$ cat config.mk
export PLATFORM = sky130hd
export DESIGN_NAME = enemy_laser_controller
export DESIGN_NICKNAME = d
export VERILOG_FILES = /design/src/rtl/enemy_laser_controller.sv
export SDC_FILE = /design/constraint.sdc
export NUM_CORES = 1
export LEC_CHECK = 0
export CORE_UTILIZATION = 47
export CTS_CLUSTER_SIZE = 30
export DETAILED_ROUTE_END_ITERATION = 10
export PLACE_DENSITY_LB_ADDON = 0.3
export SLEW_MARGIN = 20
export SYNTH_ARGS = -nofsm -noshare
export SYNTH_HDL_FRONTEND = slang
export SYNTH_SLANG_ARGS = --single-unit
$ cat constraint.sdc
create_clock -name clk -period 3 [get_ports clk]
set_input_delay 0.6 -clock clk [delete_from_list [all_inputs] [get_ports clk]]
set_output_delay 0.6 -clock clk [all_outputs]
set_load 0.05 [all_outputs]
$ cat src/rtl/enemy_laser_controller.sv
// enemy_laser_controller
//   Picks a random living enemy after a cooldown, fires a laser straight
//   down from it, and reports a one-tick strike on the plane row.
//
//   Optional build macro: ENEMY_LASER_AIMED_EN
//     When defined, the laser drifts 1 px per tick toward plane_h + 10
//     during flight. When undefined, laser_x stays fixed and plane_h is
//     not used.
//
//   Ports
//     clk            system clock
//     reset          asynchronous, active-high reset
//     tick           one-cycle frame pulse; motion and cooldown advance on it
//     state          game state, 2'd1 = playing
//     enemy_alive    bit i set = enemy i alive
//     formation_h    formation left edge
//     enemy_row_v    formation top row
//     plane_h        plane left edge (aimed build only)
//     laser_active   laser in flight or striking
//     laser_x        laser column
//     laser_v        laser row
//     enemy_laser_h  laser_x while striking, otherwise 10'h3FF
//     shots          lasers fired, wraps at 255
module enemy_laser_controller #(
    parameter int unsigned COOLDOWN_TICKS = 90,
    parameter int unsigned LASER_SPEED    = 4,
    parameter int unsigned PLANE_ROW      = 400,
    parameter int unsigned COL_SPACING    = 60,
    parameter int unsigned COL_OFFSET     = 10,
    parameter int unsigned ENEMY_HEIGHT   = 20
) (
    input  logic       clk,
    input  logic       reset,
    input  logic       tick,
    input  logic [1:0] state,
    input  logic [7:0] enemy_alive,
    input  logic [9:0] formation_h,
    input  logic [9:0] enemy_row_v,
    input  logic [9:0] plane_h,
    output logic       laser_active,
    output logic [9:0] laser_x,
    output logic [9:0] laser_v,
    output logic [9:0] enemy_laser_h,
    output logic [7:0] shots
);

    typedef enum logic [2:0] {
        S_IDLE,
        S_COOLDOWN,
        S_SELECT,
        S_FLY,
        S_STRIKE
    } fsm_t;

    fsm_t        fsm_q, fsm_d;
    logic [15:0] cd_q;
    logic [7:0]  lfsr_q;
    logic [2:0]  sel_idx_q;
    logic [2:0]  sel_tries_q;

    logic        playing;
    logic        load_cd, cd_dec, enter_select, sel_adv, launch, fly_step;
    logic [31:0] v_sum, col_sum, start_sum;
    logic [9:0]  v_next, x_next;
    logic        hit;

    assign playing = (state == 2'd1);

    // Speed added in 32 bits so saturation at 1023 holds for any LASER_SPEED.
    assign v_sum     = 32'(laser_v) + LASER_SPEED;
    assign v_next    = (v_sum > 32'd1023) ? 10'h3FF : v_sum[9:0];
    assign hit       = ({22'd0, v_next} >= PLANE_ROW);
    assign col_sum   = 32'(formation_h) + 32'(sel_idx_q) * COL_SPACING + COL_OFFSET;
    assign start_sum = 32'(enemy_row_v) + ENEMY_HEIGHT;

`ifdef ENEMY_LASER_AIMED_EN
    logic [9:0] aim_target;
    assign aim_target = plane_h + 10'd10;
    always_comb begin
        x_next = laser_x;
        if (laser_x < aim_target)
            x_next = laser_x + 10'd1;
        else if (laser_x > aim_target)
            x_next = laser_x - 10'd1;
    end
`else
    logic unused_plane_h;
    assign unused_plane_h = ^plane_h;
    assign x_next = laser_x;
`endif

    always_comb begin
        fsm_d        = fsm_q;
        load_cd      = 1'b0;
        cd_dec       = 1'b0;
        enter_select = 1'b0;
        sel_adv      = 1'b0;
        launch       = 1'b0;
        fly_step     = 1'b0;
        case (fsm_q)
            S_IDLE: begin
                fsm_d   = S_COOLDOWN;
                load_cd = 1'b1;
            end
            S_COOLDOWN: begin
                if (tick) begin
                    if (cd_q <= 16'd1) begin
                        fsm_d        = S_SELECT;
                        enter_select = 1'b1;
                    end else begin
                        cd_dec = 1'b1;
                    end
                end
            end
            S_SELECT: begin
                if (enemy_alive[sel_idx_q]) begin
                    fsm_d  = S_FLY;
                    launch = 1'b1;
                end else if (sel_tries_q == 3'd7) begin
                    fsm_d   = S_COOLDOWN;
                    load_cd = 1'b1;
                end else begin
                    sel_adv = 1'b1;
                end
            end
            S_FLY: begin
                if (tick) begin
                    fly_step = 1'b1;
                    if (hit)
                        fsm_d = S_STRIKE;
                end
            end
            S_STRIKE: begin
                if (tick) begin
                    fsm_d   = S_COOLDOWN;
                    load_cd = 1'b1;
                end
            end
            default: fsm_d = S_IDLE;
        endcase
        // Leaving play beats every transition, including a laser in flight.
        if (!playing) begin
            fsm_d        = S_IDLE;
            load_cd      = 1'b0;
            cd_dec       = 1'b0;
            enter_select = 1'b0;
            sel_adv      = 1'b0;
            launch       = 1'b0;
            fly_step     = 1'b0;
        end
    end

    always_ff @(posedge clk or posedge reset) begin
        if (reset)
            fsm_q <= S_IDLE;
        else
            fsm_q <= fsm_d;
    end

    always_ff @(posedge clk or posedge reset) begin
        if (reset) begin
            cd_q        <= '0;
            lfsr_q      <= 8'hA5;
            sel_idx_q   <= '0;
            sel_tries_q <= '0;
            laser_x     <= '0;
            laser_v     <= '0;
            shots       <= '0;
        end else begin
            lfsr_q <= {lfsr_q[6:0], lfsr_q[7] ^ lfsr_q[5] ^ lfsr_q[4] ^ lfsr_q[3]};
            if (load_cd)
                cd_q <= 16'(COOLDOWN_TICKS);
            else if (cd_dec)
                cd_q <= cd_q - 16'd1;
            if (enter_select) begin
                sel_idx_q   <= lfsr_q[2:0];
                sel_tries_q <= '0;
            end else if (sel_adv) begin
                sel_idx_q   <= sel_idx_q + 3'd1;
                sel_tries_q <= sel_tries_q + 3'd1;
            end
            if (launch) begin
                laser_x <= col_sum[9:0];
                laser_v <= start_sum[9:0];
                shots   <= shots + 8'd1;
            end else if (fly_step) begin
                laser_x <= x_next;
                laser_v <= v_next;
            end
        end
    end

    assign laser_active  = playing && ((fsm_q == S_FLY) || (fsm_q == S_STRIKE));
    assign enemy_laser_h = (playing && (fsm_q == S_STRIKE)) ? laser_x : 10'h3FF;

endmodule

# --- After elaboration in Yosys (flattened, before gate mapping) ---
# Cells that the tools add are included.
word_totals:
  word_cells: 87
  in_bits: 43
  reg_bits: 61
  out_inout_bits: 39
classes:
  n_mux: 43
  n_eq_ne: 12
  add_sub_neg: 8
  reduce_logical: 8
  order_cmp: 4
  multipliers: 1
  n_bitwise: 3
op_table:
  columns: ["operator", "count"]
  rows:
  - ["two-way mux 10 bit", 4]
  - ["two-way mux 3 bit", 12]
  - ["two-way mux 16 bit", 2]
  - ["two-way mux 1 bit", 22]
  - ["less-or-equal comparator 16 x 1 -> 1 bit (second input constant)", 1]
  - ["subtractor 16 x 1 -> 16 bit (second input constant)", 1]
  - ["inequality test 3 bit (second input constant)", 5]
  - ["one-hot mux 3 bit (5 select lines)", 1]
  - ["adder 10 x 3 -> 11 bit (second input constant)", 1]
  - ["greater-than comparator 11 x 10 -> 1 bit (second input constant)", 1]
  - ["adder 10 x 4 -> 10 bit (second input constant)", 1]
  - ["adder 10 x 5 -> 10 bit (second input constant)", 1]
  - ["adder 10 x 9 -> 10 bit", 1]
  - ["greater-or-equal comparator 10 x 9 -> 1 bit (second input constant)", 1]
  - ["adder 8 x 1 -> 8 bit (second input constant)", 1]
  - ["multiplier 3 x 4 -> 7 bit (second input constant)", 1]
  - ["adder 3 x 1 -> 3 bit (second input constant)", 2]
  - ["== test 3 x 2 -> 1 bit (second input constant)", 2]
  - ["== test 3 bit (second input constant)", 2]
  - ["AND reduction 6 bit", 1]
  - ["nonzero test 2 bit", 3]
  - ["less-than comparator 3 x 4 -> 1 bit (second input constant)", 1]
  - ["inequality test 4 bit (second input constant)", 1]
  - ["binary-select mux 1 bit (select 3 bit)", 1]
  - ["7 further kinds", 10]

# --- Depth between registers and ports, before layout ---
# Gate-level depths: netlist of run 1.
depth:
  ltp_word: 8
  ltp_mapped: 12
  depth_no_buf: 12

# --- Least setup slack after synthesis of run 1 ---
# No wires, ideal clock.
synth_path:
  kind: "reg-to-reg"
  from: "reg sel_idx_q[1]"
  to: "reg laser_x[9]"
  n_path_buf: 0
  stages_incl_launch_ff: 12
  setup_slack_ns: -0.320
  arrival_time_ns: 3.238
  required_ns: 2.918
  path_cell_list: "dfrtp_1 > fa_1 > ha_1 > fa_1 > xor2_1 > ha_1 > ha_1 > inv_1 > nor2_1 > a2111oi_0 > o21ai_0 > a31oi_1"
synth_via:
  elab_chain_len: 5
  elab_cells_between_ends: 8
synth_rtl:
  columns: ["item", "line", "text"]
  rows:
  - ["start, declared", "58", "logic [2:0] sel_idx_q;"]
  - ["start signal, assigned", "176", "sel_idx_q <= lfsr_q[2:0];"]
  - ["start signal, assigned", "179", "sel_idx_q <= sel_idx_q + 3'd1;"]
  - ["parallel branches: the longest is 5 deep, another holds adder 10 x 9 -> 10 bit", null, null]
  - ["end signal, assigned", "183", "laser_x <= col_sum[9:0];"]
  - ["end signal, assigned", "187", "laser_x <= x_next;"]
  - ["end, declared", "41", "output logic [9:0] laser_x,"]
# Parallel ways; which one is timed is not known. The select of a mux whose other input is x is not followed.
# A chain may end at the register's enable or synchronous reset.

# --- Worst setup path in the final report of run 1 ---
# Ends and elaborated chain as after synthesis.

==> out/summary.md, run 1 <==
The run finished, with violations left. The final reports fail on negative setup slack. The vias per cell is 5.601. The number of placed cells counting well taps is 594.

In the synthesized netlist, the cells that appear most often are sky130_fd_sc_hd__dfrtp_1, sky130_fd_sc_hd__nand2_1, sky130_fd_sc_hd__nor2_1, sky130_fd_sc_hd__ha_1, sky130_fd_sc_hd__o21ai_0. The max-slew violation count is 0, and the global-route wire length before repair is 15580 microns. The longest clock path from root to sink contains 2 buffers. The hold violation count in the final report is 0.

The logs give 61 for the clock sink count and 2.332 nW for the leakage power. The total clock buffers created by CTS is 9, and the number of top-level pins is 82. The core region is 7888 sq um. The number of buffers inserted by port buffering works out to 71. The power per cell area is 1104 nW/um^2, and the worst-case setup margin in the final layout is -0.09642 ns. During synthesis, Yosys emitted a total of 0 warnings.

The maximum cell stage delay along the critical path works out to 0.61 ns. VDD sags by at most 1.887 mV. The share of the synthesized area in the top cell type is 0.3659. The most common cell in the synthesized netlist is sky130_fd_sc_hd__dfrtp_1. Once layout is done, the placed cells without fillers occupy 5280 sq um.

The total global routing track utilization is 0.2300, and the headroom to the max-slew limit is 0.4459. TritonCTS built the clock tree. Starting utilization of the core area: 0.4943. Detailed placement finished with a half-perimeter wire length of 6733 microns.

The count of nets left with antenna violations once routing finished came out at 0. The logs give 8663 sq um for the area of the die and 484 for the number of nets produced by synthesis. The tool flagged a number of max-cap violations equal to 0. The final cell count without fillers was 612. The number of synthesized register bits works out to 61. The initial DRC count was 98; the number of synthesized flops with an enable pin was 0.

The fraction of layout instances using a drive strength above 1 is 0.2078. The tree is rooted in a sky130_fd_sc_hd__clkbuf_8. The kind of end point of the critical path was a flip-flop. The worst setup path is launched from a flip-flop. The run gives 5 as the number of detailed-routing iterations run before antenna repair.

The tools report the required time of the critical path as 3.21 ns. By area the synthesized netlist is led by sky130_fd_sc_hd__dfrtp_1, sky130_fd_sc_hd__ha_1, sky130_fd_sc_hd__xnor2_1, sky130_fd_sc_hd__nand2_1, sky130_fd_sc_hd__xor2_1. The clock reaches the later pin of the worst-skew pair after 0.34 ns. In this run the worst path has a maximum fanout of 3. Setup total negative slack on the finished layout was measured at -0.1591 ns. Clock-pin slew reported for the worst setup and hold paths after clock tree synthesis: 0.06 ns. The placed instances occupy a cell area of 4952 sq um. The number of antenna violations at the first check in global routing was 0; the register area share after synthesis was 0.3928.

For this run the aggregate overflow at the end of global routing stands at 0. The run gives 3303 as the via count of the first global-routing pass. The post-synthesis area per instance was 9.532 sq um.

In the final routed layout, each cell accounts on average for 15.25 microns. The floorplan step set the die width to 93.08 microns. The ratio of final minimum period to clock period is 1.032, and the total power draw is 5.829 mW. Final critical path time including I/O delays and setup: 3.096 ns. In the synthesized netlist the dominant register cell turns out to be sky130_fd_sc_hd__dfrtp_1. The signal on the critical path passes through fa_2, ha_2, fa_2, ha_4, ha_4, nor2_1, o21ai_2, a2111oi_4, or3_1, a31oi_1. At the end of the flow, the number of nets in the layout was 580.

Setup repair after global routing could not meet its margin everywhere. Dominant cell type by area after synthesis: sky130_fd_sc_hd__dfrtp_1. Row generation in the floorplan step produced 32 rows.

Measured slew at the worst slew-check pin: 0.8275 ns. The area added between synthesis and finish was 35.43%; the vertical extent of the die was 93.08 microns. Entering global routing, the biggest net connects 34 pins. The final layout contains routed wiring with a total length of 9334 microns. The weighted congestion reported at the end of routability-driven placement is 0.8274. Post-synthesis instance area: 3899 sq um. The worst setup path is of the reg -> reg kind. For this run, design rule violations remaining after detail routing come to 0.

For this run, the top clock speed supported by timing is 0.3230 GHz. Setup violations remaining at the end of the flow were counted as 3. The worst slack at placement is -0.1378 ns, and the total number of H-tree levels is 3.

The run gives 0.6694 as the post-route core utilization. For the number of cells produced by synthesis, the log shows 409. The number of vias in the routed layout is 3428, and the data arrival time of the worst path is 3.31 ns. The critical path buffer and inverter count was 0. Cell type of the slowest stage on the worst timing path: sky130_fd_sc_hd__fa_2. The tightest hold path in the finished design has a slack of 0.3507 ns.

The share of async-settable or async-resettable flops after synthesis came out at 1.000. For the final database, setup skew stands at 0.009886 ns. The tools report the diode insertion count for antenna repair as 0. On the critical path the largest part of the delay comes from adder cells. Yosys mapped the design onto 58 distinct sky130hd cell types. The class of the worst hold path was reg -> reg.
-- metal layers --
layer | up-vias | wire length [microns] | share of wire | GRT usage
met5 | - | 0 | 0 | 0
met4 | 0 | 160 | 0.017 | 0.09359
met3 | 16 | 305 | 0.033 | 0.02764
met2 | 75 | 4642 | 0.50 | 0.3866
met1 | 1672 | 4225 | 0.45 | 0.3007
li1 | 1665 | - | - | -
-- timing repair --
action                     4_1_cts  5_1_grt
setup endpoints to repair       14        4
pin swaps                       10        5
buffers inserted                 1        0
cloned                           1        0
hold buffers                     0        0
resized for setup               18        9
-- kinds of logic (layout without fill, tap and decap cells) --
kind of cell	after synthesis	after routing	share of synthesized area
AOI/OAI and AO/OA	93	93	0.1496
DFF	61	61	0.3928
adders and majority gates	32	32	0.1104
xor gates and xnor gates	33	33	0.07413
buffers and inverters	34	135	0.03627
and+or+nand+nor	147	147	0.2070
muxes	9	9	0.02985
-- layout by cell type, fill, tap and decap left out, types with 7 or more instances in the layout --
cell type,count
sky130_fd_sc_hd__xor2_1,15
sky130_fd_sc_hd__inv_1,19
sky130_fd_sc_hd__nand2_1,39
sky130_fd_sc_hd__ha_1,20
sky130_fd_sc_hd__xnor2_1,17
sky130_fd_sc_hd__nand3_1,10
sky130_fd_sc_hd__dfrtp_1,56
sky130_fd_sc_hd__o21ai_0,24
sky130_fd_sc_hd__clkdlybuf4s50_1,58
sky130_fd_sc_hd__nor2_1,28
sky130_fd_sc_hd__or4_1,7
sky130_fd_sc_hd__a21oi_1,18
sky130_fd_sc_hd__buf_4,32
sky130_fd_sc_hd__clkbuf_8,9
sky130_fd_sc_hd__ha_4,7
sky130_fd_sc_hd__o31ai_1,7
sky130_fd_sc_hd__a31oi_1,7
sky130_fd_sc_hd__or2_2,11
-- where the power goes --
part           switching [mW]  internal, mW
combinational            2.02          1.87
sequential              0.172         0.978
clock                   0.320         0.464
total                    2.52          3.31
-- worst reg2reg max path, stage by stage, from the launching register on --
cell                        delay, ns
sky130_fd_sc_hd__dfrtp_2         0.42
sky130_fd_sc_hd__fa_2            0.61
sky130_fd_sc_hd__ha_2            0.20
sky130_fd_sc_hd__fa_2            0.46
sky130_fd_sc_hd__ha_4            0.24
sky130_fd_sc_hd__ha_4            0.15
sky130_fd_sc_hd__nor2_1          0.14
sky130_fd_sc_hd__o21ai_2         0.12
sky130_fd_sc_hd__a2111oi_4       0.41
sky130_fd_sc_hd__or3_1           0.16
sky130_fd_sc_hd__a31oi_1         0.07
-- worst paths after layout --
kind,start,end,slack (ns),cells past startpoint
max,sel_idx_q[1]$_DFFE_PP0P_,laser_x[9]$_DFFE_PP0P_,-0.1,10
min,lfsr_q[6]$_DFF_PP0_,lfsr_q[7]$_DFF_PP1_,0.35,0
max reg2reg,sel_idx_q[1]$_DFFE_PP0P_,laser_x[9]$_DFFE_PP0P_,-0.1,10
min reg2reg,lfsr_q[6]$_DFF_PP0_,lfsr_q[7]$_DFF_PP1_,0.35,0
max in group asynchronous,reset,shots[1]$_DFFE_PP0P_,1.61,3
min in group asynchronous,reset,sel_tries_q[0]$_DFFE_PP0P_,0.68,2
-- sequential cells by signal (all words and copies together) (netlist names) --
signal	count
lfsr_q	8
sel_idx_q	3
laser_x	10
shots	8
fsm_q	3
sel_tries_q	3
cd_q	16
laser_v	10
-- final cells by class --
| type | count | area, sq um |
|---|---|---|
| fillers | 626 | 2608 |
| multi-input cells | 314 | 2410 |
| flip-flops and latches | 61 | 1533 |
| repair buffers | 98 | 922.1 |
| clock buffers | 11 | 131.4 |
| well taps | 102 | 127.6 |
| inverters | 21 | 81.33 |
| clock inverters | 5 | 75.07 |
Power figures use the tool's default switching activity.
==> run 2: changes to the inputs <==
--- a/config.mk
+++ b/config.mk
@@ -8,6 +8,7 @@
 export CORE_UTILIZATION = 47
 export CTS_CLUSTER_SIZE = 30
 export DETAILED_ROUTE_END_ITERATION = 10
+export GPL_ROUTABILITY_DRIVEN = 0
 export PLACE_DENSITY_LB_ADDON = 0.3
 export SLEW_MARGIN = 20
 export SYNTH_ARGS = -nofsm -noshare
==> results of run 2 <==
No change in the layout: final DEF, timing and power equal those of run 1.
==> run 3: changes to the inputs <==
--- a/config.mk
+++ b/config.mk
@@ -9,6 +9,7 @@
 export CTS_CLUSTER_SIZE = 30
 export DETAILED_ROUTE_END_ITERATION = 10
 export GPL_ROUTABILITY_DRIVEN = 0
+export HOLD_SLACK_MARGIN = 0.12
 export PLACE_DENSITY_LB_ADDON = 0.3
 export SLEW_MARGIN = 20
 export SYNTH_ARGS = -nofsm -noshare
==> results of run 3 <==
No change in the layout: final DEF, timing and power equal those of run 1.
